==> src/rtl/tt_load_data_queue_pkg.sv <==
// Shared definitions for the vector load-data queue: default widths and sync FSM encoding.
package tt_load_data_queue_pkg;
  localparam int LQ_DEPTH   = 8;
  localparam int LQ_DATA_W  = 512;
  localparam int LQ_SEQID_W = 34;

  typedef enum logic [1:0] {
    LQ_IDLE     = 2'b00,
    LQ_WAIT_END = 2'b01,
    LQ_DONE     = 2'b10
  } lq_sync_state_t;
endpackage

==> src/rtl/tt_load_data_queue_if.sv <==
// Load-beat, writeback and memop-sync signals between core, queue and memop FSM.
interface tt_load_data_queue_if
  import tt_load_data_queue_pkg::*;
#(
  parameter int DEPTH   = LQ_DEPTH,
  parameter int DATA_W  = LQ_DATA_W,
  parameter int SEQID_W = LQ_SEQID_W
);
  localparam int CNT_W = $clog2(DEPTH + 1);

  logic               i_load_valid;
  logic [DATA_W-1:0]  i_load_data;
  logic [SEQID_W-1:0] i_load_seq_id;
  logic               o_load_credit;
  logic               o_wb_valid;
  logic [DATA_W-1:0]  o_wb_data;
  logic [SEQID_W-1:0] o_wb_seq_id;
  logic               i_wb_ready;
  logic               i_memop_sync_start;
  logic               i_ovi_sync_end;
  logic               o_memop_sync_end;
  logic               o_lq_empty;
  logic [CNT_W-1:0]   o_lq_count;
  logic               o_overflow;
  logic               o_sync_err;

  modport slave (
    input  i_load_valid, i_load_data, i_load_seq_id, i_wb_ready,
           i_memop_sync_start, i_ovi_sync_end,
    output o_load_credit, o_wb_valid, o_wb_data, o_wb_seq_id,
           o_memop_sync_end, o_lq_empty, o_lq_count, o_overflow, o_sync_err
  );

  modport master (
    output i_load_valid, i_load_data, i_load_seq_id, i_wb_ready,
           i_memop_sync_start, i_ovi_sync_end,
    input  o_load_credit, o_wb_valid, o_wb_data, o_wb_seq_id,
           o_memop_sync_end, o_lq_empty, o_lq_count, o_overflow, o_sync_err
  );
endinterface

==> src/rtl/tt_load_data_queue_fifo.sv <==
// Generic synchronous FIFO with occupancy count; head is read straight from storage (no bypass).
module tt_lq_fifo #(
  parameter  int W     = 8,
  parameter  int DEPTH = 8,
  localparam int AW    = $clog2(DEPTH),
  localparam int CNT_W = $clog2(DEPTH + 1)
) (
  input  logic             i_clk,
  input  logic             i_reset_n,
  input  logic             i_push,
  input  logic [W-1:0]     i_wdata,
  input  logic             i_pop,
  output logic [W-1:0]     o_rdata,
  output logic [CNT_W-1:0] o_count,
  output logic             o_empty,
  output logic             o_full,
  output logic             o_push_ok
);
  logic [DEPTH-1:0][W-1:0] r_mem;
  logic [AW:0]             r_wptr, r_rptr;
  logic [CNT_W-1:0]        r_count;
  logic                    w_pop;

  assign o_empty   = (r_count == '0);
  assign o_full    = (r_count == CNT_W'(DEPTH));
  assign w_pop     = i_pop && !o_empty;
  // A full FIFO still takes a beat when the head leaves in the same cycle.
  assign o_push_ok = i_push && (!o_full || w_pop);
  assign o_rdata   = r_mem[r_rptr[AW-1:0]];
  assign o_count   = r_count;

  always_ff @(posedge i_clk or negedge i_reset_n) begin
    if (!i_reset_n) begin
      r_wptr  <= '0;
      r_rptr  <= '0;
      r_count <= '0;
    end else begin
      if (o_push_ok) r_wptr <= r_wptr + 1'b1;
      if (w_pop)     r_rptr <= r_rptr + 1'b1;
      r_count <= r_count + CNT_W'(o_push_ok) - CNT_W'(w_pop);
    end
  end

  always_ff @(posedge i_clk) begin
    if (o_push_ok) r_mem[r_wptr[AW-1:0]] <= i_wdata;
  end
endmodule

==> src/rtl/tt_load_data_queue.sv <==
// Load-data queue: buffers core load beats for writeback, returns credits, tracks memop sync.
module tt_load_data_queue
  import tt_load_data_queue_pkg::*;
#(
  parameter int DEPTH   = LQ_DEPTH,
  parameter int DATA_W  = LQ_DATA_W,
  parameter int SEQID_W = LQ_SEQID_W
) (
  input  logic                  i_clk,
  input  logic                  i_reset_n,
  tt_load_data_queue_if.slave   bus
);
  localparam int CNT_W = $clog2(DEPTH + 1);
  localparam int W     = DATA_W + SEQID_W;

  logic             w_pop, w_empty, w_full, w_push_ok;
  logic [W-1:0]     w_head;
  logic [CNT_W-1:0] w_count;
  logic             r_credit, r_overflow, r_sync_err;
  lq_sync_state_t   r_state, w_state_nxt;
  logic             w_sync_end, w_err_set;

  assign w_pop = !w_empty && bus.i_wb_ready;

  tt_lq_fifo #(.W(W), .DEPTH(DEPTH)) u_fifo (
    .i_clk     (i_clk),
    .i_reset_n (i_reset_n),
    .i_push    (bus.i_load_valid),
    .i_wdata   ({bus.i_load_seq_id, bus.i_load_data}),
    .i_pop     (w_pop),
    .o_rdata   (w_head),
    .o_count   (w_count),
    .o_empty   (w_empty),
    .o_full    (w_full),
    .o_push_ok (w_push_ok)
  );

  assign bus.o_wb_valid       = !w_empty;
  assign bus.o_wb_data        = w_head[DATA_W-1:0];
  assign bus.o_wb_seq_id      = w_head[W-1:DATA_W];
  assign bus.o_lq_empty       = w_empty;
  assign bus.o_lq_count       = w_count;
  assign bus.o_load_credit    = r_credit;
  assign bus.o_overflow       = r_overflow;
  assign bus.o_sync_err       = r_sync_err;
  assign bus.o_memop_sync_end = w_sync_end;

  always_ff @(posedge i_clk or negedge i_reset_n) begin
    if (!i_reset_n) begin
      r_credit   <= 1'b0;
      r_overflow <= 1'b0;
      r_sync_err <= 1'b0;
      r_state    <= LQ_IDLE;
    end else begin
      r_credit <= w_pop;
      if (bus.i_load_valid && !w_push_ok) r_overflow <= 1'b1;
      if (w_err_set)                      r_sync_err <= 1'b1;
      r_state <= w_state_nxt;
    end
  end

  always_comb begin
    w_state_nxt = r_state;
    w_sync_end  = 1'b0;
    w_err_set   = 1'b0;
    case (r_state)
      LQ_IDLE: begin
        if (bus.i_memop_sync_start && bus.i_ovi_sync_end) w_state_nxt = LQ_DONE;
        else if (bus.i_memop_sync_start)                  w_state_nxt = LQ_WAIT_END;
        else if (bus.i_ovi_sync_end)                      w_err_set   = 1'b1;
      end
      LQ_WAIT_END: begin
        if (bus.i_ovi_sync_end) w_state_nxt = LQ_DONE;
      end
      LQ_DONE: begin
        // A start level still held here opens the next sync window.
        w_sync_end  = 1'b1;
        w_state_nxt = bus.i_memop_sync_start ? LQ_WAIT_END : LQ_IDLE;
      end
      default: w_state_nxt = LQ_IDLE;
    endcase
  end
endmodule

==> src/flat_wrapper.sv <==
// flat-port wrapper written by rule: the top's interface ports become plain ports
module tt_load_data_queue_flat import tt_load_data_queue_pkg::*;
#(
  parameter int DEPTH   = LQ_DEPTH,
  parameter int DATA_W  = LQ_DATA_W,
  parameter int SEQID_W = LQ_SEQID_W
)
  (i_clk, i_reset_n, bus_i_load_valid, bus_i_load_data, bus_i_load_seq_id, bus_i_wb_ready, bus_i_memop_sync_start, bus_i_ovi_sync_end, bus_o_load_credit, bus_o_wb_valid, bus_o_wb_data, bus_o_wb_seq_id, bus_o_memop_sync_end, bus_o_lq_empty, bus_o_lq_count, bus_o_overflow, bus_o_sync_err);
  tt_load_data_queue_if #(.DEPTH(DEPTH), .DATA_W(DATA_W), .SEQID_W(SEQID_W)) bus_i ();
  input  logic i_clk;
  input  logic i_reset_n;
  input wire logic [$bits(bus_i.i_load_valid)-1:0] bus_i_load_valid;
  input wire logic [$bits(bus_i.i_load_data)-1:0] bus_i_load_data;
  input wire logic [$bits(bus_i.i_load_seq_id)-1:0] bus_i_load_seq_id;
  input wire logic [$bits(bus_i.i_wb_ready)-1:0] bus_i_wb_ready;
  input wire logic [$bits(bus_i.i_memop_sync_start)-1:0] bus_i_memop_sync_start;
  input wire logic [$bits(bus_i.i_ovi_sync_end)-1:0] bus_i_ovi_sync_end;
  output wire logic [$bits(bus_i.o_load_credit)-1:0] bus_o_load_credit;
  output wire logic [$bits(bus_i.o_wb_valid)-1:0] bus_o_wb_valid;
  output wire logic [$bits(bus_i.o_wb_data)-1:0] bus_o_wb_data;
  output wire logic [$bits(bus_i.o_wb_seq_id)-1:0] bus_o_wb_seq_id;
  output wire logic [$bits(bus_i.o_memop_sync_end)-1:0] bus_o_memop_sync_end;
  output wire logic [$bits(bus_i.o_lq_empty)-1:0] bus_o_lq_empty;
  output wire logic [$bits(bus_i.o_lq_count)-1:0] bus_o_lq_count;
  output wire logic [$bits(bus_i.o_overflow)-1:0] bus_o_overflow;
  output wire logic [$bits(bus_i.o_sync_err)-1:0] bus_o_sync_err;
  assign bus_i.i_load_valid = bus_i_load_valid;
  assign bus_i.i_load_data = bus_i_load_data;
  assign bus_i.i_load_seq_id = bus_i_load_seq_id;
  assign bus_i.i_wb_ready = bus_i_wb_ready;
  assign bus_i.i_memop_sync_start = bus_i_memop_sync_start;
  assign bus_i.i_ovi_sync_end = bus_i_ovi_sync_end;
  assign bus_o_load_credit = bus_i.o_load_credit;
  assign bus_o_wb_valid = bus_i.o_wb_valid;
  assign bus_o_wb_data = bus_i.o_wb_data;
  assign bus_o_wb_seq_id = bus_i.o_wb_seq_id;
  assign bus_o_memop_sync_end = bus_i.o_memop_sync_end;
  assign bus_o_lq_empty = bus_i.o_lq_empty;
  assign bus_o_lq_count = bus_i.o_lq_count;
  assign bus_o_overflow = bus_i.o_overflow;
  assign bus_o_sync_err = bus_i.o_sync_err;
  tt_load_data_queue #(.DEPTH(DEPTH), .DATA_W(DATA_W), .SEQID_W(SEQID_W)) u_core (.i_clk(i_clk), .i_reset_n(i_reset_n), .bus(bus_i));
endmodule
==> config.mk <==
export PLATFORM = sky130hd
export DESIGN_NAME = tt_load_data_queue_flat
export DESIGN_NICKNAME = d
export VERILOG_FILES = /design/src/rtl/tt_load_data_queue_pkg.sv /design/src/rtl/tt_load_data_queue_if.sv /design/src/rtl/tt_load_data_queue_fifo.sv /design/src/rtl/tt_load_data_queue.sv /design/src/flat_wrapper.sv
export SDC_FILE = /design/constraint.sdc
export NUM_CORES = 2
export LEC_CHECK = 0
export BUFFER_PORTS_ARGS = -buffer_cell sky130_fd_sc_hd__buf_2
export CORE_UTILIZATION = 40
export CTS_CLUSTER_DIAMETER = 40
export DETAILED_ROUTE_END_ITERATION = 12
export PLACE_DENSITY_LB_ADDON = 0.3
export SYNTH_ARGS = -nofsm -noshare
export SYNTH_HDL_FRONTEND = slang
export SYNTH_HIERARCHICAL = 1
export SYNTH_SLANG_ARGS = --single-unit
==> constraint.sdc <==
create_clock -name i_clk -period 58.7 [get_ports i_clk]
set_input_delay 5.87 -clock i_clk [delete_from_list [all_inputs] [get_ports i_clk]]
set_output_delay 5.87 -clock i_clk [all_outputs]
set_load 0.05 [all_outputs]
==> impl_metrics.env <==
export IMPL_regArea_um2=132000
export IMPL_first_pass_iters=5
export IMPL_dieArea_um2=414000
export IMPL_remaining_drc_errors=0
export IMPL_io_pins=1108
export IMPL_crit_path_start_kind="flip-flop"
export IMPL_skew_ps=41.3
export IMPL_setup_violations=0
export IMPL_status="complete, no violations"
export IMPL_grt_max_degree=130
export IMPL_grtUsageMet2_pct=30.2
export IMPL_comb_power_share_pct=35.2
export IMPL_postRouteAntennaNets=0
export IMPL_top_usage_layer="met2"
export IMPL_die_w_um=643
export IMPL_period_share_pct=21.1
export IMPL_rows=235
export IMPL_final_cell_mix="edfxtp_1 (4368), buf_2 (1107), mux4_2 (1092), clkbuf_16 (559), mux2_2 (548)"
export IMPL_grt_pass1_vias=77600
export IMPL_syn_area_um2=165000
export IMPL_met3_usage_pct=5.32
export IMPL_crit_arrival_ps=6490
export IMPL_finalHoldViolCount=0
export IMPL_tightestPinTransition_ps=1350
export IMPL_fin_util_pct=47.6
export IMPL_max_freq_mhz=80.9
export IMPL_post_route_min_period_ps=12360
export IMPL_yosysWarnings=6
export IMPL_endpoint_kind="output pin"
export IMPL_required_ps=52830
export IMPL_gr_total_overflow=0
export IMPL_swShare_pct=36.4
export IMPL_slew_headroom_pct=9.79
export IMPL_p_leak_nw=63.1
export IMPL_syn2layout_area_growth_pct=18.6
export IMPL_nFillCells=33000
export IMPL_core_area_um2=410000
export IMPL_gp_congestion=0.756
export IMPL_holdWs_ps=457
export IMPL_seqPwrFrac_pct=35.3
export IMPL_cts_path_max_buffers=4
export IMPL_p_sw_mw=4.18
export IMPL_via_per_inst=5.35
export IMPL_cts_resized_gates=0
export IMPL_peakVddDrop_uv=51.0
export IMPL_cts_inserted_buffers=552
export IMPL_rsz0062_at_grt="false"
export IMPL_cts_hold_buf=0
export IMPL_vias=74000
export IMPL_pwr_share_clk_pct=29.5
export IMPL_wl_per_cell_um=28.5
export IMPL_die_h_um=643
export IMPL_root_buffer="clkbuf_16"
export IMPL_postRouteWirelength_mm=395
export IMPL_portBuffers=1107
export IMPL_drv_cap=0
export IMPL_fin_nets=8428
export IMPL_cts_setup_buffers=0
export IMPL_synth_nets=6948
export IMPL_path_class="reg -> out"
export IMPL_clk_pin_slew_ps=40
export IMPL_power_density_nw_per_um2=58.8
export IMPL_drt_initial_drc_count=5672
export IMPL_syn_area_per_cell_um2=25.8
export IMPL_power_mw=11.5
export IMPL_drv_slew=0
export IMPL_antenna_found_initial=227
export IMPL_hold_path_class="reg -> reg"
export IMPL_grt_pass1_wl_mm=565
export IMPL_grt_usage_pct=18.7
export IMPL_finalSetupTns_ps=0
export IMPL_start_util_pct=40.2
export IMPL_cts_tree="built"
export IMPL_layout_drive_gt1_share_pct=45.1
export IMPL_dp_hpwl_mm=227
export IMPL_clock_sinks=4383
export IMPL_h_tree_depth=6
export IMPL_clk_latency_ps=990
export IMPL_syn_inst=6387
export IMPL_path_max_fanout=129
export IMPL_multi_input_area_um2=31200
export IMPL_grt_use_met1_pct=23.6
export IMPL_final_common_cell="edfxtp_1"
export IMPL_internal_power_mw=7.30
==> power by group through the flow <==
| stage | Clock, mW | Sequential (mW) | Combinational, mW |
|---|---|---|---|
| 2_1_floorplan | 0 | 4.83 | 3.00 |
| 3_3_place_gp | 0 | 4.09 | 4.11 |
| 3_5_place_dp | 0 | 4.12 | 4.11 |
| 4_1_cts | 3.45 | 4.05 | 4.13 |
| 5_1_grt | 3.57 | 4.08 | 4.23 |
| 6_report | 3.38 | 4.05 | 4.04 |
==> sequential cells by signal, summed over array words and instances (netlist names) <==
signal / flops
u_core/bus.o_load_credit: 1
u_core/bus.o_overflow: 1
u_core/bus.o_sync_err: 1
u_core/r_state: 2
u_core/u_fifo/o_count: 4
u_core/u_fifo/r_mem: 4368
u_core/u_fifo/r_rptr: 3
u_core/u_fifo/r_wptr: 3
==> area by class of cell <==
cell class | instances | share of cell area [%]
inverter | 11 | 0.0212
tap | 5451 | 3.49
clock inverter | 363 | 2.24
multi-input combinational | 1684 | 16.0
antenna | 75 | 0.0962
clock buffer | 628 | 7.31
sequential | 4383 | 67.4
timing repair buffer | 1235 | 3.45
==> layer usage <==
layer | wire length, um | part of all wire, %
met1 | 155000 | 39
met2 | 192000 | 49
met3 | 29600 | 7.5
met4 | 17500 | 4.4
met5 | 669 | 0.17
==> worst max-delay path, cell delays in order, from the launching register on <==
cell and delay (ps):
dfrtp_4 1020, buf_12 640, buf_4 870, buf_4 810, buf_4 740, mux4_2 400
mux2_2 330, buf_2 250
==> per-stage QoR <==
step / area (um^2) / setup slack [ps] / instances
after floorplan: 165000 / -6020 / 6387
after global placement: 176000 / 46400 / 12800
after detailed placement: 176000 / 46440 / 12800
after CTS: 195000 / 45840 / 13800
after global routing: 195000 / 45680 / 13800
final: 195000 / 46340 / 13800
==> path summary, 6_finish.rpt <==
check,start,to,slack [ps],cells past startpoint
hold reg to reg,u_core/bus.o_overflow,u_core/bus.o_overflow,460,1
hold / removal,u_core/bus.o_overflow,u_core/bus.o_overflow,460,1
setup / recovery,u_core/u_fifo/r_rptr[2],bus_o_wb_data[233],46340,7
max in group asynchronous,i_reset_n,u_core/u_fifo/r_rptr[0],53370,1
min in group asynchronous,i_reset_n,u_core/r_state[1],4840,1
setup reg to reg,u_core/u_fifo/o_count[2],u_core/u_fifo/r_mem[2963],51380,13
Note: power is estimated with default switching activity, not from simulation.
